File: config.mk
export PLATFORM = sky130hd
export DESIGN_NAME = display_scan_ctrl
export DESIGN_NICKNAME = d
export VERILOG_FILES = /design/src/rtl/display_scan_ctrl_pkg.sv /design/src/rtl/display_scan_ctrl_hex_to_seg.sv /design/src/rtl/display_scan_ctrl.sv
export SDC_FILE = /design/constraint.sdc
export NUM_CORES = 1
export LEC_CHECK = 0
export CAP_MARGIN = 20
export CORE_ASPECT_RATIO = 1.5
export CORE_MARGIN = 3
export CORE_UTILIZATION = 40
export CTS_CLUSTER_DIAMETER = 100
export DETAILED_ROUTE_END_ITERATION = 10
export PLACE_DENSITY = 0.62
export SLEW_MARGIN = 15
export SYNTH_ARGS = -nofsm -noshare
export SYNTH_HDL_FRONTEND = slang
export SYNTH_SLANG_ARGS = --single-unit
File: constraint.sdc
create_clock -name clk -period 2.5 [get_ports clk]
set_input_delay 0.5 -clock clk [delete_from_list [all_inputs] [get_ports clk]]
set_output_delay 0.5 -clock clk [all_outputs]
set_load 0.005 [all_outputs]
File: src/rtl/display_scan_ctrl_pkg.sv
// Shared types and segment encoding for the display scan controller.
// Segment byte layout: bit 7 = a ... bit 1 = g, bit 0 = dp; all patterns active high.
package display_pkg;

   typedef enum logic [1:0] {
      S_ON    = 2'd0,
      S_BLANK = 2'd1,
      S_LOAD  = 2'd2
   } state_t;

   localparam logic [7:0] SEG_DP   = 8'h01;
   localparam logic [7:0] SEG_AG   = 8'hFE;
   localparam logic [7:0] SEG_NONE = 8'h00;

   function automatic logic [7:0] hex_seg(input logic [3:0] nibble);
      logic [7:0] s;
      case (nibble)
         4'h0: s = 8'hFC;
         4'h1: s = 8'h60;
         4'h2: s = 8'hDA;
         4'h3: s = 8'hF2;
         4'h4: s = 8'h66;
         4'h5: s = 8'hB6;
         4'h6: s = 8'hBE;
         4'h7: s = 8'hE0;
         4'h8: s = 8'hFE;
         4'h9: s = 8'hF6;
         4'hA: s = 8'hEE;
         4'hB: s = 8'h3E;
         4'hC: s = 8'h9C;
         4'hD: s = 8'h7A;
         4'hE: s = 8'h9E;
         default: s = 8'h8E;
      endcase
      return s;
   endfunction

endpackage

File: src/rtl/display_scan_ctrl_hex_to_seg.sv
// Combinational hex nibble plus decimal point to active-high segment pattern.
module hex_to_seg
   import display_pkg::*;
(
   input  logic [3:0] nibble,
   input  logic       dp,
   output logic [7:0] seg
);

   assign seg = (hex_seg(nibble) & SEG_AG) | (dp ? SEG_DP : SEG_NONE);

endmodule

File: src/rtl/display_scan_ctrl.sv
// Time-multiplexed 7-segment scan controller with frame snapshot and inter-digit blanking.
// Optional brightness PWM enabled by defining DISPLAY_SCAN_CTRL_PWM_EN.
//
//  state   | meaning
//  S_ON    | selected digit driven, waiting for slot tick
//  S_BLANK | all digits off, segments reloaded on exit
//  S_LOAD  | new segments on pins, digits still off
module display_scan_ctrl
   import display_pkg::*;
#(
   parameter int n_dig          = 8,
   parameter int w_cnt          = 16,
   parameter bit seg_active_low = 1'b1,
   parameter bit dig_active_low = 1'b1
) (
   input  logic               clk,
   input  logic               reset,
   input  logic [n_dig*4-1:0] number,
   input  logic [n_dig-1:0]   dots,
   input  logic               lz_en,
`ifdef DISPLAY_SCAN_CTRL_PWM_EN
   input  logic [3:0]         brightness,
`endif
   output logic [7:0]         abcdefgh,
   output logic [n_dig-1:0]   digit,
   output logic               frame_start
);

   localparam int IW = (n_dig > 1) ? $clog2(n_dig) : 1;
   localparam logic [IW-1:0]    IDX_LAST = IW'(n_dig - 1);
   localparam logic [7:0]       SEG_POL  = seg_active_low ? 8'hFF : 8'h00;
   localparam logic [n_dig-1:0] DIG_POL  = dig_active_low ? '1 : '0;

   state_t             state;
   logic               run;
   logic [w_cnt-1:0]   cnt;
   logic [IW-1:0]      idx;
   logic [n_dig*4-1:0] snap_num;
   logic [n_dig-1:0]   snap_dots;
   logic               snap_lz;
   logic               tick;
   logic               upper_zero;
   logic               blank;
   logic [3:0]         nibble;
   logic [7:0]         seg_raw;
   logic [7:0]         seg_nxt;
   logic [n_dig-1:0]   dig_oh;
   logic               gate;

   assign tick   = &cnt;
   assign nibble = snap_num[{idx, 2'b00} +: 4];

   always_comb begin
      upper_zero = 1'b1;
      for (int j = 0; j < n_dig; j++) begin
         if (IW'(j) >= idx && snap_num[j*4 +: 4] != 4'h0) upper_zero = 1'b0;
      end
   end

   // Digit 0 always shows something, even when the whole value is zero.
   assign blank = snap_lz && (idx != '0) && upper_zero;

   hex_to_seg u_hex_to_seg (
      .nibble (nibble),
      .dp     (snap_dots[idx]),
      .seg    (seg_raw)
   );

   assign seg_nxt = blank ? (seg_raw & SEG_DP) : seg_raw;

   always_comb begin
      dig_oh      = '0;
      dig_oh[idx] = 1'b1;
   end

`ifdef DISPLAY_SCAN_CTRL_PWM_EN
   logic [3:0]       snap_bri;
   logic [w_cnt-1:0] cnt_nxt;
   // Gate on the count the pins will see next cycle so the duty lines up with cnt.
   assign cnt_nxt = cnt + w_cnt'(1);
   assign gate    = (snap_bri == 4'hF) || (cnt_nxt[w_cnt-1 -: 4] < snap_bri);

   always_ff @(posedge clk or posedge reset) begin
      if (reset)                         snap_bri <= 4'h0;
      else if (tick && idx == IDX_LAST)  snap_bri <= brightness;
   end
`else
   assign gate = 1'b1;
`endif

   always_ff @(posedge clk or posedge reset) begin
      if (reset) begin
         state       <= S_BLANK;
         run         <= 1'b0;
         cnt         <= '0;
         idx         <= IDX_LAST;
         snap_num    <= '0;
         snap_dots   <= '0;
         snap_lz     <= 1'b0;
         abcdefgh    <= SEG_NONE ^ SEG_POL;
         digit       <= '0 ^ DIG_POL;
         frame_start <= 1'b0;
      end else begin
         cnt         <= cnt + w_cnt'(1);
         frame_start <= 1'b0;
         if (tick) begin
            run   <= 1'b1;
            state <= S_BLANK;
            digit <= '0 ^ DIG_POL;
            if (idx == IDX_LAST) begin
               idx         <= '0;
               snap_num    <= number;
               snap_dots   <= dots;
               snap_lz     <= lz_en;
               frame_start <= 1'b1;
            end else begin
               idx <= idx + IW'(1);
            end
         end else begin
            case (state)
               S_BLANK: begin
                  // Stay dark after reset until the first tick has taken a snapshot.
                  if (run) begin
                     abcdefgh <= seg_nxt ^ SEG_POL;
                     state    <= S_LOAD;
                  end
               end
               S_LOAD: begin
                  digit <= (dig_oh & {n_dig{gate}}) ^ DIG_POL;
                  state <= S_ON;
               end
               default: begin
                  digit <= (dig_oh & {n_dig{gate}}) ^ DIG_POL;
               end
            endcase
         end
      end
   end

endmodule

After elaboration in Yosys (flattened, before gate mapping). Memories as Yosys holds them, arrays and structs flattened. Cells that the tools add are included.

Bits in registers: 80. ROM bits: 112. Input bits: 43. Output and inout bits: 17. Word-level logic and storage cells: 80. Memories: 1.

Memories: (name not given) (words 16, bits a word 7, read ports 1, clocked after memory_dff 0, wr ports 0, RTL line display_scan_ctrl_pkg.sv:17) `case (nibble)`.

Add/sub/neg operators: 2. Order comparisons: 10. Equal/unequal tests: 5. Shifts and indexed selects: 1. Multiplexer cells: 22. Bitwise gates (word level): 4. Reductions and logical operators: 25.

Operators with widths (number): 4-bit nonzero test (8); 32-bit by 6-bit indexed part select with 4-bit output (1); 8-bit two-way mux (3); 17-bit AND reduction (1); 16-bit by 1-bit adder with 16-bit output, second input constant (1); 8-bit NOT (2); 16-bit AND reduction (1); 1-bit two-way mux (13); 3-bit >= comparator, first input constant (4); 1-bit logical AND (11); 8-bit OR (1); 1-bit by 3-bit >= comparator with 1-bit output, first input constant (2); 2-bit by 3-bit >= comparator with 1-bit output, first input constant (2); 3-bit nonzero test (2); 3-bit by 4-bit less-than comparator with 1-bit output, second input constant (1); 2-bit two-way mux (2); 2-bit one-hot mux with 2 select lines (1); 3-bit by 1-bit adder with 3-bit output, second input constant (1); 1-bit binary-select mux with 3-bit select (1); 1-bit demux with 3-bit select (1); 3-bit equality test, second input constant (1); 3-bit by 1-bit >= comparator with 1-bit output, second input constant (1); 3-bit two-way mux (1); 3-bit != test, second input constant (1); other kinds (6) (6).

Longest topological paths before layout. Gate-level depths: netlist (run 1).

Word-level depth: 13. Gate-level depth with buffers: 10. Mapped depth without buffers: 9.

Modules after synthesis. Synthesis (run 1) repeated with hierarchy kept, for this count alone.

Cells, all modules: 328. Area total of the unflattened synthesis: 4105.2 um2.

Modules (own cells, without submodules): display_scan_ctrl (times used 1, cells an instance 294, area an instance 3809.9 um2, seq. area each 2026.9 um2); hex_to_seg (times used 1, cells an instance 34, area an instance 295.3 um2, seq. area each 0.0 um2).

Worst setup path after synthesis (run 1). Ideal clock, no wire load.

Kind: reg-to-reg. From: reg idx[1]. To: reg abcdefgh[4]. Setup time: 0.077 ns. Arrival: 2.231 ns. Data required time: 2.423 ns. Setup slack: 0.192 ns. Cell stages (with the launch flop): 9. Path buffers: 2. Period minus slack after synthesis: 2.308 ns. Path through: dfstp_2 buf_6 buf_6 mux4_2 mux2i_2 ha_1 mux2i_1 or2_0 a31oi_1.

Longest elaborated chain between the ends: 13. Elaborated cells on any way between the ends: 32. Those cells by class: 8 x order compare; 1 x shift; 9 x mux; 2 x bitwise; 11 x reduce/logical; 1 x memory.

Ends and longest elaborated chain: from (decl) (RTL line display_scan_ctrl.sv:37) `logic [IW-1:0] idx;`; from (signal assigned) (RTL line display_scan_ctrl.sv:117) `idx <= idx + IW'(1);`; 1-bit by 3-bit >= comparator with 1-bit output (RTL line display_scan_ctrl.sv:56) `if (IW'(j) >= idx && snap_num[j*4 +: 4] != 4'h0) upper_zero = 1'b0;`; 1-bit logical AND (RTL line display_scan_ctrl.sv:56); 1-bit two-way mux (8 in a row) (RTL line display_scan_ctrl.sv:56); 1-bit logical AND (RTL line display_scan_ctrl.sv:61) `assign blank = snap_lz && (idx != '0) && upper_zero;`; 8-bit two-way mux * (RTL line display_scan_ctrl.sv:69) `assign seg_nxt = blank ? (seg_raw & SEG_DP) : seg_raw;`; 8-bit NOT (no line) *; to (signal assigned) (RTL line display_scan_ctrl.sv:100) `abcdefgh <= SEG_NONE ^ SEG_POL;`; to (signal assigned) (RTL line display_scan_ctrl.sv:124) `abcdefgh <= seg_nxt ^ SEG_POL;`; to (decl) (RTL line display_scan_ctrl.sv:24) `output logic [7:0] abcdefgh,`.

Every way passes the cells marked *; elsewhere a longest branch is shown, timed or not. A chain may end at the register's enable or synchronous reset.

Worst setup path after layout (run 1). Same ends and word-level chain as after synthesis.

==> summary.txt, run 1 <==
Sw frac = 20.3%
Ys flop type = dfrtp_1
Worst Path Buf+Inv = 0
Layout area overhead = 27.1%
Critical path type = register to register
Clock buffers created by TritonCTS = 9
Fin crit share = 94.8%
Crit path launch type = register
Core area = 9800 sq um
Hold-fix buffers at CTS = 0
Layout cell share with drive strength beyond 1 = 27.3%
CP max stage cell = dfstp_2
Setup bufs post-CTS = 0
Status = finished, final reports clean
Min Tclk post-route = 2.37 ns
Sequential share of the synthesized area = 50.0%
Pwr Total = 3.06 mW
Number of H-tree levels = 3
Row count = 44
Setup TNS = 0 ns
Rel. slew slack = 61.5%
CP top delay family = multiplexers
# resized after CTS = 0
Initial antenna violation count = 0
Critical Path RT = 2.76 ns
Die Y-Extent = 129 um
Worst skew pair latency = 0.34 ns
Placed Instances = 494
Port Buffers = 59
# clock sinks = 80
Via density = 5.33
GRT Overall Usage = 16.3%
CP endpoint kind = register
Final Max Tran Viols = 0
DRC viols = 0
PD cells = 594 nW/um^2
Syn avg cell area = 12.7 sq um
Critical path fanouts, max = 11
Highest metal layer with signal wires = met4
Worst Path Arrival = 2.63 ns
Synthesized instance count = 320
Pleak = 2.28 nW
Syn nets = 374
YS warnings = 0
Clock power share = 48.7%
Global-route wire length before repair = 14,100 um
Number of synthesized flops with an enable pin = 0
Fin cells = 510
Hold WC Path Type = register to register
Unrepaired setup endpoints after global routing = no
Final setup vio count = 0
Post-synth ARST share = 100%
Ant. Diodes = 0
Violation count after the first detailed-route iteration = 161
Setup Slack @ Placement = 0.136 ns
First-pass DRT Iterations = 4
Via count = 2,718
GRT overflow = 0
Wire length on met3 = 257 um
Reg clk slew, reported paths = 0.06 ns
R2R Setup Slk = 0.13 ns
Final clock skew = 0.00622 ns
FF/Latch Area = 2030 sq um
Most frequent cells in the layout = 60 x dfrtp_1, 59 x clkdlybuf4s50_1, 39 x mux2_4, 25 x nand2_1, 20 x dfstp_2
Final hold vios = 0
Drt total wl = 8500 um
Combined area of the multi-input logic cells = 1880 sq um
CTS tree = yes
DP HPWL = 6260 um
VDD IR max = 0.390 mV
Met2 routed WL = 4450 um
Worst path cell trace = mux4_2 -> mux2i_2 -> ha_1 -> mux2i_1 -> or2_0 -> a31oi_1
Clock Path Buffers = 2
Die area = 11,400 sq um
Final worst-path setup slack = 0.131 ns
Final net count = 444
Max Cap Viol = 0
Fillers = 870
Ports = 60
Fin util = 52.6%
Die X = 88.2 um
Largest net degree at the start of global routing = 81
Most common cell after layout, fill and taps aside = dfrtp_1
Routed wire per std cell = 16.7 um
Net switching power = 0.621 mW
Unique masters post-synth = 57
F_max = 422 MHz
Mapped cell area = 4050 sq um
Met1 WL = 3530 um
Antenna-violating nets left = 0
CP peak stage delay = 0.68 ns
Vias in the first global route = 2,800
#FFs+latches synth = 80
Internal = 2.44 mW
Worst-Margin Slew = 0.575 ns
Starting Density = 41.4%
Register share of total power = 44.6%
CTS Root Cell = clkbuf_16
Routability cong. = 0.865
Comb pwr share = 6.7%
registers in the layout (all words and copies together) (netlist names), 2 cells and up:
signal,cells
snap_dots,8
abcdefgh,8
snap_num,32
cnt,16
idx,3
digit,8
state,2
worst reg2reg max path: stages, from the launching register on:
cell	delay, ns
dfstp_2	0.68
mux4_2	0.55
mux2i_2	0.28
ha_1	0.31
mux2i_1	0.09
or2_0	0.20
a31oi_1	0.16
through the flow:
step	cell area (sq um)	hold slack (ns)
2_1_floorplan	4060	0.436
3_3_place_gp	4800	0.455
3_5_place_dp	4800	0.462
4_1_cts	5150	0.471
5_1_grt	5150	0.500
6_report	5150	0.466
cells in the mapped netlist, drive strengths merged (3+ instances only):
library cell,instances,area share [%]
a21oi,4,0.59
a31oi,9,1.5
and3,3,0.46
buf,10,2.2
clkbuf,4,0.37
dfrtp,60,37
dfstp,20,13
ha,11,3.4
inv,12,1.1
mux2,44,16
mux2i,6,1.9
mux4,5,2.8
nand2,26,2.6
nand3,10,1.5
nand4,6,0.93
nor2,14,1.3
nor2b,3,0.46
nor4,9,1.8
o211ai,6,1.1
o21ai,13,1.6
o22ai,8,1.2
xnor2,10,2.2
xor2,4,0.86
cell families after synthesis:
| family | synth area share, % |
|---|---|
| AO/OA/AOI/OAI | 7.78 |
| AND/OR/NAND/NOR | 11.6 |
| XOR/XNOR | 3.03 |
| flip-flops | 50.0 |
| multiplexers | 20.5 |
| buffers and inverters | 3.67 |
| adder cells (fa/ha/maj) | 3.40 |
per-layer routing:
| metal | track usage, % | vias to the layer above |
|---|---|---|
| met1 | 20.5 | 1351 |
| met5 | 0 | - |
| met4 | 8.81 | 0 |
| li1 | - | 1300 |
| met2 | 26.4 | 48 |
| met3 | 2.61 | 19 |
worst paths after layout:
check                              startpoint                       end  cells after the start
setup reg to reg           idx[1]$_DFFE_PP1P_   abcdefgh[4]$_DFFE_PP1P_                      6
setup / recovery           idx[1]$_DFFE_PP1P_   abcdefgh[4]$_DFFE_PP1P_                      6
hold reg to reg             cnt[14]$_DFF_PP0_         cnt[14]$_DFF_PP0_                      1
min in group asynchronous               reset  snap_num[15]$_DFFE_PP0P_                      3
hold / removal              cnt[14]$_DFF_PP0_         cnt[14]$_DFF_PP0_                      1
max in group asynchronous               reset   abcdefgh[2]$_DFFE_PP1P_                      3
power groups by stage:
| stage | clock [mW] | combinational (mW) | sequential [mW] |
|---|---|---|---|
| finish | 1.49 | 0.204 | 1.36 |
| global route | 1.59 | 0.223 | 1.37 |
| CTS | 1.53 | 0.208 | 1.36 |
| detailed placement | 0 | 0.207 | 1.38 |
| global placement | 0 | 0.204 | 1.38 |
| floorplan | 0 | 0.110 | 1.37 |
area by class of cell:
type | count | share of cell area [%]
Sequential cell | 80 | 39.4
Multi-Input combinational cell | 214 | 36.4
Timing Repair Buffer | 73 | 13.8
Clock buffer | 9 | 4.37
Tap cell | 115 | 2.79
Clock inverter | 7 | 2.33
Inverter | 12 | 0.948
Note: power is estimated with default switching activity, not from simulation.
==> run 2, diff against run 1 <==
- CORE_UTILIZATION: 40 -> 49
- PLACE_DENSITY: 0.62 -> 0.74
- SETUP_SLACK_MARGIN: not set -> 0.1
==> run 2 against run 1 <==
Flip-flop and latch count unchanged. Sequential share of layout area down 0.55 points. Die area down 17%. Critical path depth up 2. First-iteration DRC count unchanged. Critical endpoint is now abcdefgh[2]$_DFFE_PP1P_. Largest power group unchanged.
==> summary.txt, run 2 (synthesis gave the netlist of run 1 again) <==
Status = finished, final reports clean
Top Registers = snap_num (32), cnt (16)
DP HPWL = 6330 um (+1.2%)
Routed wire per std cell = 17.3 um (+3.6%)
Worst path cell trace = buf_12 -> mux4_2 -> mux2i_4 -> inv_2 -> ha_1 -> and2_1 -> o21ai_0 -> a21oi_1
Hold WS = 0.478 ns (+0.0114 ns)
Internal = 2.34 mW (-3.8%)
Die X = 80.3 um (-9.0%)
Via density = 5.55 (+4.2%)
Hold WC Path Type = register to register
Critical Path RT = 2.76 ns (about the same)
F_max = 442 MHz (+4.6%)
R2R Setup Slk = 0.24 ns (+0.10 ns)
Critical path fanouts, max = 8 (-3)
CP max stage cell = dfstp_2
PD cells = 570 nW/um^2 (-3.9%)
CTS Root Cell = clkbuf_16
Row count = 40 (-9.1%)
Final hold vios = 0 (unchanged)
Routability cong. = 0.910 (+5.2%)
Met1 WL = 3390 um (-4.0%)
Max FFs per register = 32 (unchanged)
Drt total wl = 8760 um (+3.0%)
Clock Path Buffers = 2 (unchanged)
Met2 routed WL = 4810 um (+8.2%)
Initial antenna violation count = 0 (unchanged)
Fin area = 5220 sq um (+1.4%)
Number of H-tree levels = 3 (unchanged)
Worst skew pair latency = 0.34 ns (about the same)
Net switching power = 0.635 mW (+2.3%)
Critical path type = register to register
Antenna-violating nets left = 0 (unchanged)
Setup TNS = 0 ns (unchanged)
Min Tclk post-route = 2.26 ns (-0.104 ns)
Area after DPL = 4770 sq um (-0.68%)
Port Buffers = 59 (unchanged)
Most frequent cells in the layout = 60 x dfrtp_1, 59 x clkdlybuf4s50_1, 39 x mux2_4, 25 x nand2_1, 20 x dfstp_2
CTS tree = yes
Highest metal layer with signal wires = met4
Global-route wire length before repair = 14,500 um (+3.0%)
Clock power share = 47.2% (-1.5 points)
Crit path launch type = register
Wire length on met3 = 312 um (+21%)
Die area = 9420 sq um (-17%)
Pwr Total = 2.98 mW (-2.6%)
Final Max Tran Viols = 0 (unchanged)
Most common cell after layout, fill and taps aside = dfrtp_1
Comb pwr share = 7.1% (+0.4 points)
Hold Crit Depth = 1 (unchanged)
Layout area overhead = 28.9%
VDD IR max = 0.348 mV (-11%)
Rel. slew slack = 57.6% (-4.0 points)
Max Cap Viol = 0 (unchanged)
Final clock skew = 0.00773 ns (+0.00152 ns)
CP endpoint kind = register
GRT Overall Usage = 19.8% (+3.6 points)
Largest net degree at the start of global routing = 32 (-60%)
Final net count = 451 (+1.6%)
Final setup vio count = 0 (unchanged)
Vias in the first global route = 2,920 (+4.3%)
Ant. Diodes = 0 (unchanged)
Starting Density = 50.6% (+9.3 points)
Clock buffers created by TritonCTS = 9 (unchanged)
GRT overflow = 0 (unchanged)
Fillers = 579 (-33%)
Unrepaired setup endpoints after global routing = no
Violation count after the first detailed-route iteration = 161 (unchanged)
Worst-Margin Slew = 0.635 ns (+0.0598 ns)
Fin crit share = 90.6% (-4.2 points)
Worst Path Arrival = 2.52 ns (-0.11 ns)
Ports = 60 (unchanged)
Top reg by flops = snap_num
DRC viols = 0 (unchanged)
Pleak = 2.31 nW (+1.4%)
Register share of total power = 45.8% (+1.2 points)
Fin util = 65.2% (+13 points)
Sw frac = 21.3% (+1.0 points)
# clock sinks = 80 (unchanged)
Worst Reg-to-Reg Cells = 8 (+2)
CP peak stage delay = 0.58 ns (-0.10 ns)
Layout cell share with drive strength beyond 1 = 29.1% (+1.8 points)
Core area = 8010 sq um (-18%)
Die Y-Extent = 117 um (-9.2%)
Via count = 2,815 (+3.6%)
First-pass DRT Iterations = 4 (unchanged)
Reg clk slew, reported paths = 0.06 ns (about the same)
-- run 2: final timing paths --
check / startpoint / to
max in group asynchronous: reset / abcdefgh[6]$_DFFE_PP1P_
worst min-delay path: cnt[14]$_DFF_PP0_ / cnt[14]$_DFF_PP0_
worst min register to register: cnt[14]$_DFF_PP0_ / cnt[14]$_DFF_PP0_
worst max register to register: idx[1]$_DFFE_PP1P_ / abcdefgh[2]$_DFFE_PP1P_
min in group asynchronous: reset / snap_num[23]$_DFFE_PP0P_
worst max-delay path: idx[1]$_DFFE_PP1P_ / abcdefgh[2]$_DFFE_PP1P_
-- run 2: worst max-delay path: cells and delay by family, from the launching register on --
kind / cells / cell delay, ns
buf+inv: 2 / 0.24
fa+ha+maj: 1 / 0.22
compound gates: 2 / 0.25
simple gates: 1 / 0.15
mux: 2 / 0.76
flops: 1 / 0.58
-- run 2: what timing repair did --
| item | CTS | global route |
|---|---|---|
| resized for setup | 0 | 5 |
| pin swaps | 0 | 3 |
| endpoints found under the setup margin | 3 | 31 |
| buffers inserted | 2 | 11 |
| hold buffers | 0 | 0 |
-- run 2: metrics by stage --
step	instances	worst slack [ns]
after floorplan	320	0.192
final	507	0.235
after global placement	478	0.139
after global routing	507	0.106
after detailed placement	478	0.0845
after CTS	496	0.142
-- run 2: area by class of cell --
class | count | area [sq um] | share of cell area (%)
flip-flops and latches | 80 | 2030 | 38.8
multi-input cells | 214 | 1890 | 36.2
clock buffers | 10 | 229 | 4.38
inverters | 12 | 52.6 | 1.01
well taps | 105 | 131 | 2.52
clock inverters | 6 | 93.8 | 1.80
repair buffers | 80 | 798 | 15.3
-- run 2: routing by layer --
layer / vias up / GRT usage (%)
met5: - / 0
met4: 0 / 8.77
met3: 22 / 3.00
met2: 65 / 34.7
met1: 1417 / 23.5
li1: 1311 / -
-- run 2: power groups by stage --
stage / registers [mW] / logic, mW / clock network (mW)
2_1_floorplan: 1.37 / 0.110 / 0
3_3_place_gp: 1.38 / 0.200 / 0
3_5_place_dp: 1.38 / 0.205 / 0
4_1_cts: 1.36 / 0.206 / 1.43
5_1_grt: 1.37 / 0.229 / 1.48
6_report: 1.36 / 0.210 / 1.41
